--- config.mk ---
export PLATFORM = sky130hd
export DESIGN_NAME = l2_req_arbiter
export DESIGN_NICKNAME = d
export VERILOG_FILES = /design/src/rtl/l2_req_arbiter_pkg.sv /design/src/rtl/l2_req_arbiter_evict_fifo.sv /design/src/rtl/l2_req_arbiter.sv
export SDC_FILE = /design/constraint.sdc
export NUM_CORES = 1
export LEC_CHECK = 0
export ABC_CLOCK_PERIOD_IN_PS = 1200
export BUFFER_PORTS_ARGS = -buffer_cell sky130_fd_sc_hd__buf_2
export CAP_MARGIN = 20
export CORE_AREA = 2 2 193 195
export DETAILED_ROUTE_END_ITERATION = 10
export DIE_AREA = 0 0 195 197
export PLACE_DENSITY = 0.53
export SLEW_MARGIN = 5
export SYNTH_ARGS = -nofsm -noshare
export SYNTH_HDL_FRONTEND = slang
export SYNTH_SLANG_ARGS = --single-unit
--- constraint.sdc ---
create_clock -name clk_i -period 1.2 [get_ports clk_i]
set_input_delay 0.06 -clock clk_i [delete_from_list [all_inputs] [get_ports clk_i]]
set_output_delay 0.06 -clock clk_i [all_outputs]
set_load 0.05 [all_outputs]
--- src/rtl/l2_req_arbiter_pkg.sv ---
// Shared cache-side bus types and arbiter state encoding for the L1-to-L2 request path.
package cache_def;

    localparam int unsigned ADDR_W       = 32;
    localparam int unsigned DATA_W       = 32;
    localparam int unsigned ARB_OFFSET_W = 4;

    typedef struct packed {
        logic [ADDR_W-1:0] addr;
        logic [DATA_W-1:0] data;
        logic              rw;
        logic              valid;
    } mem_req_type;

    typedef struct packed {
        logic [DATA_W-1:0] data;
        logic              ready;
    } mem_data_type;

    typedef struct packed {
        logic [ADDR_W-1:0] addr;
        logic [DATA_W-1:0] data;
        logic              valid;
    } evict_data_type;

    typedef enum logic [1:0] {
        IDLE,
        BUSY,
        RESP
    } arb_state_type;

endpackage

--- src/rtl/l2_req_arbiter_evict_fifo.sv ---
// Eviction buffer: power-of-two circular FIFO; a push while full is taken only alongside a pop.
module arb_evict_fifo
    import cache_def::*;
#(
    parameter int unsigned DEPTH = 4
) (
    input  logic           clk_i,
    input  logic           rst_ni,
    input  logic           i_push,
    input  evict_data_type i_data,
    input  logic           i_pop,
    output evict_data_type o_data,
    output logic           o_full,
    output logic           o_empty
);

    localparam int unsigned PTR_W = $clog2(DEPTH);
    localparam int unsigned CNT_W = PTR_W + 1;

    evict_data_type   r_mem [DEPTH];
    logic [PTR_W-1:0] r_wr_ptr;
    logic [PTR_W-1:0] r_rd_ptr;
    logic [CNT_W-1:0] r_count;
    logic             w_do_push;
    logic             w_do_pop;

    assign o_full    = (r_count == CNT_W'(DEPTH));
    assign o_empty   = (r_count == '0);
    assign o_data    = r_mem[r_rd_ptr];
    assign w_do_pop  = i_pop && !o_empty;
    assign w_do_push = i_push && (!o_full || w_do_pop);

    always_ff @(posedge clk_i) begin
        if (w_do_push) begin
            r_mem[r_wr_ptr] <= i_data;
        end
    end

    // Pointers wrap for free because DEPTH is a power of two.
    always_ff @(posedge clk_i) begin
        if (!rst_ni) begin
            r_wr_ptr <= '0;
            r_rd_ptr <= '0;
            r_count  <= '0;
        end else begin
            if (w_do_push) begin
                r_wr_ptr <= r_wr_ptr + PTR_W'(1);
            end
            if (w_do_pop) begin
                r_rd_ptr <= r_rd_ptr + PTR_W'(1);
            end
            if (w_do_push && !w_do_pop) begin
                r_count <= r_count + CNT_W'(1);
            end else if (w_do_pop && !w_do_push) begin
                r_count <= r_count - CNT_W'(1);
            end
        end
    end

endmodule

--- src/rtl/l2_req_arbiter.sv ---
// Round-robin arbiter of NUM_REQ L1 requesters onto one L2 port, plus a merged eviction stream.
// Define ARB_EVICT_FIFO_EN to buffer evictions in an EVICT_DEPTH-entry FIFO; otherwise pass-through.
module l2_req_arbiter
    import cache_def::*;
#(
    parameter int unsigned NUM_REQ     = 2,
    parameter int unsigned OFFSET_W    = ARB_OFFSET_W,
    parameter int unsigned EVICT_DEPTH = 4
) (
    input  logic                         clk_i,
    input  logic                         rst_ni,
    input  mem_req_type    [NUM_REQ-1:0] req_i,
    output mem_data_type   [NUM_REQ-1:0] resp_o,
    output mem_req_type                  l2_req_o,
    input  mem_data_type                 l2_resp_i,
    input  evict_data_type [NUM_REQ-1:0] evict_i,
    output logic           [NUM_REQ-1:0] evict_ready_o,
    output evict_data_type               evict_o,
    input  logic                         evict_ready_i,
    output logic   [$clog2(NUM_REQ)-1:0] grant_o
);

    localparam int unsigned       GRANT_W   = $clog2(NUM_REQ);
    localparam logic [ADDR_W-1:0] ADDR_MASK = ~((ADDR_W'(1) << OFFSET_W) - ADDR_W'(1));

    arb_state_type                r_state;
    mem_req_type                  r_l2_req;
    mem_data_type [NUM_REQ-1:0]   r_resp;
    logic         [GRANT_W-1:0]   r_grant;
    logic         [GRANT_W-1:0]   r_last_grant;
    logic         [NUM_REQ-1:0]   w_req_valid;
    logic         [GRANT_W-1:0]   w_pick;
    logic                         w_ev_any;
    logic         [GRANT_W-1:0]   w_ev_sel;
    logic                         w_ev_rdy;

    // First valid index at or after last+1, wrapping; the descending loop lets the nearest win.
    function automatic logic [GRANT_W-1:0] rr_pick(input logic [NUM_REQ-1:0] valid,
                                                   input logic [GRANT_W-1:0] last);
        int unsigned idx;
        rr_pick = last;
        for (int unsigned i = NUM_REQ; i >= 1; i--) begin
            idx = (32'(last) + i) % NUM_REQ;
            if (valid[idx]) begin
                rr_pick = GRANT_W'(idx);
            end
        end
    endfunction

    always_comb begin
        w_req_valid = '0;
        for (int n = 0; n < int'(NUM_REQ); n++) begin
            w_req_valid[n] = req_i[n].valid;
        end
    end

    assign w_pick = rr_pick(w_req_valid, r_last_grant);

    // RESP lasts exactly one cycle and never arbitrates, giving the requester time to drop valid.
    always_ff @(posedge clk_i) begin
        if (!rst_ni) begin
            r_state      <= IDLE;
            r_l2_req     <= '0;
            r_resp       <= '0;
            r_grant      <= '0;
            r_last_grant <= GRANT_W'(NUM_REQ - 1);
        end else begin
            case (r_state)
                IDLE: begin
                    if (|w_req_valid) begin
                        r_l2_req.addr  <= req_i[w_pick].addr & ADDR_MASK;
                        r_l2_req.data  <= req_i[w_pick].data;
                        r_l2_req.rw    <= req_i[w_pick].rw;
                        r_l2_req.valid <= 1'b1;
                        r_grant        <= w_pick;
                        r_last_grant   <= w_pick;
                        r_state        <= BUSY;
                    end
                end
                BUSY: begin
                    if (l2_resp_i.ready) begin
                        r_l2_req.valid       <= 1'b0;
                        r_resp[r_grant].data  <= l2_resp_i.data;
                        r_resp[r_grant].ready <= 1'b1;
                        r_state              <= RESP;
                    end
                end
                RESP: begin
                    r_resp  <= '0;
                    r_state <= IDLE;
                end
                default: begin
                    r_state <= IDLE;
                end
            endcase
        end
    end

    assign l2_req_o = r_l2_req;
    assign resp_o   = r_resp;
    assign grant_o  = r_grant;

    // Fixed priority for evictions: lowest valid index is served.
    always_comb begin
        w_ev_any = 1'b0;
        w_ev_sel = '0;
        for (int n = int'(NUM_REQ) - 1; n >= 0; n--) begin
            if (evict_i[n].valid) begin
                w_ev_any = 1'b1;
                w_ev_sel = GRANT_W'(n);
            end
        end
    end

`ifdef ARB_EVICT_FIFO_EN
    evict_data_type w_fifo_head;
    logic           w_fifo_full;
    logic           w_fifo_empty;

    arb_evict_fifo #(
        .DEPTH (EVICT_DEPTH)
    ) u_evict_fifo (
        .clk_i   (clk_i),
        .rst_ni  (rst_ni),
        .i_push  (w_ev_any && w_ev_rdy),
        .i_data  (evict_i[w_ev_sel]),
        .i_pop   (evict_ready_i),
        .o_data  (w_fifo_head),
        .o_full  (w_fifo_full),
        .o_empty (w_fifo_empty)
    );

    assign w_ev_rdy = !w_fifo_full || evict_ready_i;
    assign evict_o  = (rst_ni && !w_fifo_empty) ? w_fifo_head : '0;
`else
    assign w_ev_rdy = evict_ready_i;
    assign evict_o  = (rst_ni && w_ev_any) ? evict_i[w_ev_sel] : '0;
`endif

    always_comb begin
        evict_ready_o = '0;
        if (rst_ni && w_ev_any && w_ev_rdy) begin
            evict_ready_o[w_ev_sel] = 1'b1;
        end
    end

endmodule

==> impl_table.tex, run 1 <==
\begin{tabular}{lr}
\hline
Metric & Value \\
\hline
\multicolumn{2}{l}{\textbf{Setup path}} \\
Buffer and inverter count on the worst path & 2 \\
Top cell family by delay on the critical path & compound AO/OA/AOI/OAI gates \\
Crit path largest cell delay & between 0.3 and 0.4 ns \\
Cells traversed along the worst timing path & o21ba\_4 -> buf\_8 -> clkbuf\_16 -> a21oi\_2 -> a311oi\_2 \\
Setup slack of the most critical reg-to-reg path & -0.16 ns \\
Critical path peak fanout & 5 \\
Class of the most critical setup path & reg -> reg \\
CP startpoint kind & flip-flop \\
Number of cell instances on the worst register-to-register path & 5 \\
Worst reg2reg path endpoint & l2\_req\_o[29] \\
Cell with the largest stage delay on the worst path & sky130\_fd\_sc\_hd\_\_dfxtp\_2 \\
Origin of the critical flop-to-flop path & r\_state[1] \\
Required time of the critical path & between 1.5 and 2 ns \\
Data arrival at the endpoint of the critical path & around 1.7 ns \\
Critical path capture point type & flip-flop \\
\multicolumn{2}{l}{\textbf{Yosys}} \\
Biggest area consumer among synthesized cells & sky130\_fd\_sc\_hd\_\_dfxtp\_1 \\
Number of distinct standard cells referenced by the synthesized netlist & 35 \\
Synthesized area per cell & 7.27 um2 \\
Register area share after synthesis & 0.402 \\
Post-synthesis async set-or-reset flop share & 0 \\
Post-Syn Instances & between 900 and 1000 \\
Number of enable-type register cells in the synthesized netlist & 0 \\
Summed instance area of the synthesized netlist & around 0.0066 mm2 \\
Area share of the leading cell type in the synthesized netlist & 0.402 \\
Largest cells by area after synthesis & sky130\_fd\_sc\_hd\_\_dfxtp\_1 40\%, sky130\_fd\_sc\_hd\_\_a21oi\_1 15\%, sky130\_fd\_sc\_hd\_\_nand2\_1 12\% \\
Number of register bits inferred by synthesis & about 130 \\
Most common flop cell mapped by yosys & sky130\_fd\_sc\_hd\_\_dfxtp\_1 \\
Number of synthesis warnings & 0 \\
\multicolumn{2}{l}{\textbf{Layout}} \\
Number of nets at the end of the flow & about 1900 \\
Area used by multi-input combinational logic & roughly 0.0046 mm2 \\
N\_diodes & 0 \\
Final standard cell utilization of the core & 0.406 \\
Highest-count cells in the layout ignoring fill and taps & 417 x sky130\_fd\_sc\_hd\_\_buf\_2, 171 x sky130\_fd\_sc\_hd\_\_nand2\_1, 155 x sky130\_fd\_sc\_hd\_\_dlygate4sd3\_1, 128 x sky130\_fd\_sc\_hd\_\_dfxtp\_1, 104 x sky130\_fd\_sc\_hd\_\_nand3\_1 \\
Fill cell count & approximately 3600 \\
Most frequent standard cell in the layout excluding fill and tap cells & sky130\_fd\_sc\_hd\_\_buf\_2 \\
Share of cells above drive strength 1 & 0.517 \\
Area used by sequential logic in the layout & between 0.002 and 0.003 mm2 \\
Layout Cells excl Fill & around 2100 \\
Layout overhead on the synthesized area & 124\% \\
\multicolumn{2}{l}{\textbf{Min path}} \\
Worst Min Path Start & req\_i[0] \\
Destination of the worst hold path & r\_state[0] \\
Class of the worst hold path & in -> reg \\
Cells on Worst Hold Path & 3 \\
\multicolumn{2}{l}{\textbf{Floorplanning}} \\
Placement row count & 70 \\
Total die area & 0.0384 mm2 \\
Die Width & approximately 200 um \\
Initial core utilization & 0.181 \\
Core region area & $\sim$0.036 mm2 \\
Ports placed on the boundary & about 500 \\
Die Height & between 150 and 200 um \\
\multicolumn{2}{l}{\textbf{Place}} \\
Last weighted congestion value of the routability-driven placer & between 0.8 and 0.9 \\
DP HPWL & around 25 mm \\
Buffers on Ports & slightly below 500 \\
Count of placed standard cells including taps & 1815 \\
\multicolumn{2}{l}{\textbf{Global routing}} \\
Gr ovfl total & 0 \\
M2 GR Usage & 0.333 \\
Pin count of the biggest net entering global routing & 54 \\
First-pass GRT wire length & about 56 mm \\
Global-route track usage on met3 & 0.0464 \\
Initial antenna violation count & 1 \\
Via count of the first global-routing pass & 9599 \\
Peak-usage layer in the global routing report & met2 \\
Met1 track demand over resource in global routing & 0.213 \\
GRT Util Overall & 0.187 \\
\multicolumn{2}{l}{\textbf{Drt}} \\
Wire length after detailed routing & slightly above 40 mm \\
Antenna viol nets, final & 0 \\
Via Count & approximately 9900 \\
Detailed-route DRC error count & 0 \\
Number of vias per cell after detailed routing & about 4.8 \\
First-pass detailed-route iteration total & 5 \\
DRC marker count from the first detailed-route iteration & a little under 500 \\
Routed wire per std cell & between 15 and 20 um \\
\multicolumn{2}{l}{\textbf{STA}} \\
Final period demand of the worst path & 1.36 ns \\
Final Worst Setup Slack & -0.165 ns \\
Final slew viol count & 0 \\
Setup-failing EPs final & 132 \\
Worst hold slack & approximately 0.016 ns \\
Maximum achievable frequency & around 730 MHz \\
Setup repair after global routing missed its margin & true \\
Final-layout setup total negative slack & -9.20 ns \\
Endpoints failing hold & 0 \\
Worst Skew & roughly 0.012 ns \\
Post-route fraction of the period consumed by the critical path & 1.14 \\
\multicolumn{2}{l}{\textbf{Clocking}} \\
Root Driver & sky130\_fd\_sc\_hd\_\_clkbuf\_16 \\
Clock tree buffer depth & 2 \\
Clock tree from TritonCTS & done \\
CTS H-Tree Depth & 4 \\
Number of sinks on the clock net & about 130 \\
Clock transition at path regs & $\sim$0.06 ns \\
Clock insertion delay at the later pin of the skew report & between 0.4 and 0.5 ns \\
Clock buffer count from CTS & 17 \\
\multicolumn{2}{l}{\textbf{Power}} \\
Leakage power figure & around 0.0064 uW \\
Pwr Density & between 1000 and 1500 mW/mm2 \\
Switching share of total power & 0.364 \\
Switching power summed over all nets & 6340 uW \\
Int Power & 11100 uW \\
Clk network pwr share & 0.341 \\
Sequential fraction of design power & 0.284 \\
Peak supply drop & 1410 uV \\
Part of the power in combinational logic & 0.375 \\
\multicolumn{2}{l}{\textbf{Run status}} \\
Failing checks & setup timing \\
Outcome & finished, violations left \\
\multicolumn{2}{l}{\textbf{Job}} \\
Number of max-cap violations & 0 \\
\hline
\end{tabular}
worst min-delay path, delay by kind of cell:
kind / cells / cell delay, ns
buf+inv: 1 / 0.15
simple gates: 1 / 0.14
compound gates: 1 / 0.06
worst max path at each step:
| stage | to | from | slack, ns | depth (start not counted) |
|---|---|---|---|---|
| final | l2_req_o[29] | r_state[1] | -0.16 | 5 |
| after CTS | l2_req_o[55] | r_state[1] | -0.12 | 5 |
| after global routing | l2_req_o[29] | r_state[1] | -0.20 | 5 |
| after global placement | l2_req_o[30] | r_last_grant | -0.16 | 4 |
| after detailed placement | l2_req_o[53] | r_last_grant | -0.20 | 4 |
| after floorplan | evict_o[54] | evict_i[0] | -0.20 | 5 |
registers in the layout, summed over array words and instances, names as in the netlist:
signal and count:
grant_o 1, r_last_grant 1, l2_req_o 62, r_state 2, resp_o 66
through the flow:
stage / instance area (um2) / power [uW] / worst slack [ns]
detailed placement: 10400 / 9970 / -0.197
global route: 14700 / 18000 / -0.196
CTS: 13500 / 16800 / -0.123
floorplan: 7180 / 8230 / -0.196
finish: 14700 / 17400 / -0.165
global placement: 10400 / 9940 / -0.160
cell type report:
| class | count | area share |
|---|---|---|
| well taps | 468 | 0.0398 |
| flip-flops and latches | 132 | 0.180 |
| multi-input cells | 665 | 0.313 |
| clock buffers | 20 | 0.0310 |
| repair buffers | 753 | 0.421 |
| inverters | 4 | 0.00119 |
| clock inverters | 12 | 0.0137 |
kinds of logic after synthesis:
family	after synthesis	share of synthesized area
other	1	0.000571
DFF	132	0.402
and+or+nand+nor	340	0.225
buffers and inverters	109	0.0897
AOI/OAI and AO/OA	321	0.282
power groups by stage:
stage / clock network, uW / registers [uW] / logic, uW
after CTS: 6020 / 4920 / 5880
final: 5940 / 4950 / 6530
after global placement: 0 / 5000 / 4940
after floorplan: 0 / 6090 / 2140
after detailed placement: 0 / 5000 / 4980
after global routing: 6230 / 4980 / 6830
Yosys cell counts, drive strengths merged, types with 2 or more instances:
master  count
o21ai      66
inv         4
and3        2
dfxtp     132
buf        74
a21oi     191
nand3     118
clkbuf     31
nand2     202
nand2b      2
nor2        6
a311oi     61
routing by layer:
layer	vias up	wire length, um
li1	4570	-
met5	-	12
met3	78	3270
met2	555	20900
met4	2	1420
met1	4669	15400
repair_timing:
action | in CTS | in global routing
hold endpoints to repair | 127 | 0
endpoints found under the setup margin | 196 | 200
cloned | 14 | 18
pin swaps | 29 | 90
hold buffers | 155 | 0
setup buffers | 11 | 10
gates resized for setup | 145 | 226
Power figures use the tool's default switching activity.
==> inputs of run 2 (changes only) <==
--- a/config.mk
+++ b/config.mk
@@ -12,6 +12,7 @@
 export DETAILED_ROUTE_END_ITERATION = 10
 export DIE_AREA = 0 0 195 197
 export PLACE_DENSITY = 0.53
+export SKIP_CTS_REPAIR_TIMING = 1
 export SLEW_MARGIN = 5
 export SYNTH_ARGS = -nofsm -noshare
 export SYNTH_HDL_FRONTEND = slang
==> impl_table.tex, run 2 (synthesized netlist as in run 1, its figures left out) <==
\begin{tabular}{lr}
\hline
Metric & Value \\
\hline
\multicolumn{2}{l}{\textbf{Run status}} \\
Outcome & finished, violations left \\
Failing checks & setup timing \\
\multicolumn{2}{l}{\textbf{Setup path}} \\
Critical path capture point type & flip-flop \\
Setup slack of the most critical reg-to-reg path & -0.15 ns \\
Critical Path Sink & l2\_req\_o[28] \\
Origin of the critical flop-to-flop path & r\_last\_grant \\
Class of the most critical setup path & reg -> reg \\
Number of cell instances on the worst register-to-register path & 4 \\
CP startpoint kind & flip-flop \\
Critical path peak fanout & 19 \\
Data arrival at the endpoint of the critical path & around 1.7 ns \\
Required time of the critical path & about 1.5 ns \\
Beginning of the critical path & r\_last\_grant \\
Worst reg2reg path endpoint & l2\_req\_o[28] \\
\multicolumn{2}{l}{\textbf{Floorplanning}} \\
Die Height & 197 um \\
Initial core utilization & 0.181 \\
Core region area & about 0.036 mm2 \\
Die Width & between 150 and 200 um \\
Placement row count & 70 \\
Total die area & just under 0.04 mm2 \\
Ports placed on the boundary & $\sim$500 \\
\multicolumn{2}{l}{\textbf{Drt}} \\
Number of vias per cell after detailed routing & $\sim$4.8 \\
Via Count & 9756 \\
Detailed-route DRC error count & 0 \\
Routed wire per std cell & 19.7 um \\
DRC marker count from the first detailed-route iteration & a little over 500 \\
Wire length after detailed routing & $\sim$40 mm \\
Antenna viol nets, final & 0 \\
First-pass detailed-route iteration total & 5 \\
\multicolumn{2}{l}{\textbf{STA}} \\
Worst Skew & roughly 0.013 ns \\
Endpoints failing hold & 0 \\
Final period demand of the worst path & 1.35 ns \\
Maximum achievable frequency & around 740 MHz \\
Post-route fraction of the period consumed by the critical path & 1.13 \\
Setup-failing EPs final & 136 \\
Final Worst Setup Slack & -0.155 ns \\
Final slew viol count & 0 \\
Final-layout setup total negative slack & -6.33 ns \\
Setup repair after global routing missed its margin & true \\
\multicolumn{2}{l}{\textbf{Place}} \\
Last weighted congestion value of the routability-driven placer & $\sim$0.80 \\
Buffers on Ports & between 400 and 500 \\
Count of placed standard cells including taps & between 1500 and 2000 \\
Pre-CTS setup slack & -0.197 ns \\
DP HPWL & about 25 mm \\
\multicolumn{2}{l}{\textbf{Global routing}} \\
Pin count of the biggest net entering global routing & 54 \\
GRT Util Overall & 0.160 \\
Gr ovfl total & 0 \\
First-pass GRT wire length & 47.8 mm \\
Initial antenna violation count & 2 \\
Via count of the first global-routing pass & 8085 \\
\multicolumn{2}{l}{\textbf{Layout}} \\
Area used by sequential logic in the layout & 0.00266 mm2 \\
Layout overhead on the synthesized area & 121\% \\
Number of nets at the end of the flow & between 1500 and 2000 \\
Fill cell count & roughly 3600 \\
Highest-count cells in the layout ignoring fill and taps & 414 x sky130\_fd\_sc\_hd\_\_buf\_2, 175 x sky130\_fd\_sc\_hd\_\_nand2\_1, 155 x sky130\_fd\_sc\_hd\_\_dlygate4sd3\_1, 128 x sky130\_fd\_sc\_hd\_\_dfxtp\_1, 112 x sky130\_fd\_sc\_hd\_\_nand3\_1 \\
Most frequent standard cell in the layout excluding fill and tap cells & sky130\_fd\_sc\_hd\_\_buf\_2 \\
Flip-flop count of the largest register after layout & 66 \\
Share of cells above drive strength 1 & 0.507 \\
Layout Cells excl Fill & 2048 \\
Area used by multi-input combinational logic & 0.00449 mm2 \\
\multicolumn{2}{l}{\textbf{Clocking}} \\
Clock transition at path regs & 0.06 ns \\
Clock tree from TritonCTS & done \\
Root Driver & sky130\_fd\_sc\_hd\_\_clkbuf\_16 \\
Clock insertion delay at the later pin of the skew report & roughly 0.44 ns \\
Clock buffer count from CTS & 17 \\
Number of sinks on the clock net & approximately 130 \\
Clock tree buffer depth & 2 \\
CTS H-Tree Depth & 4 \\
\multicolumn{2}{l}{\textbf{Power}} \\
Pwr Density & around 1200 mW/mm2 \\
Switching share of total power & 0.363 \\
Clk network pwr share & 0.343 \\
Total Power & around 17000 uW \\
Int Power & 11000 uW \\
Switching power summed over all nets & about 6300 uW \\
Part of the power in combinational logic & 0.371 \\
Leakage power figure & $\sim$0.0063 uW \\
Sequential fraction of design power & 0.286 \\
Peak supply drop & 1400 uV \\
\multicolumn{2}{l}{\textbf{Job}} \\
Number of max-cap violations & 0 \\
\multicolumn{2}{l}{\textbf{Min path}} \\
Class of the worst hold path & in -> reg \\
\hline
\end{tabular}
-- run 2: critical path: stages (launching register included) --
cell and delay, ns:
sky130_fd_sc_hd__dfxtp_4 0.38, sky130_fd_sc_hd__and2_4 0.27, sky130_fd_sc_hd__buf_12 0.18, sky130_fd_sc_hd__o21ai_0 0.10, sky130_fd_sc_hd__a311oi_1 0.32
-- run 2: per-layer routing --
layer  vias to the layer above  share of wire  track usage
met3                        56          0.073       0.0464
met5                         -        0.00042            0
met4                         2          0.027       0.0455
met1                      4641           0.39        0.193
met2                       510           0.51        0.276
li1                       4547              -            -
-- run 2: worst min path at each step --
stage / from / end / slack, ns / cells past startpoint
6_report: req_i[0] / r_state[0] / 0.01 / 3
5_1_grt: req_i[0] / r_state[0] / 0.03 / 3
4_1_cts: l2_resp_i[8] / resp_o[8] / -0.15 / 3
3_5_place_dp: l2_resp_i[17] / resp_o[17] / 0.32 / 3
3_3_place_gp: l2_resp_i[6] / resp_o[6] / 0.31 / 3
2_1_floorplan: rst_ni / r_last_grant / 0.13 / 1
-- run 2: stage by stage --
step / cell area (um2) / util / hold slack, ns
after floorplan: 7180 / - / 0.132
final: 14500 / 0.400 / 0.0127
after CTS: 11100 / 0.306 / -0.151
after detailed placement: 10400 / 0.288 / 0.318
after global placement: 10400 / 0.288 / 0.313
after global routing: 14500 / 0.400 / 0.0312
-- run 2: area by class of cell --
cell class	instances	share of cell area
Sequential cell	132	0.183
Multi-Input combinational cell	665	0.309
Clock inverter	12	0.0139
Inverter	4	0.00121
Tap cell	468	0.0404
Clock buffer	20	0.0315
Timing Repair Buffer	746	0.420
Antenna cell	1	0.000173
-- run 2: power groups by stage --
stage	clock network (uW)	registers, uW	logic [uW]
after floorplan	0	6090	2140
after global placement	0	5000	4940
after detailed placement	0	5000	4980
after CTS	6020	4910	4980
after global routing	6230	4970	6720
final	5930	4940	6410
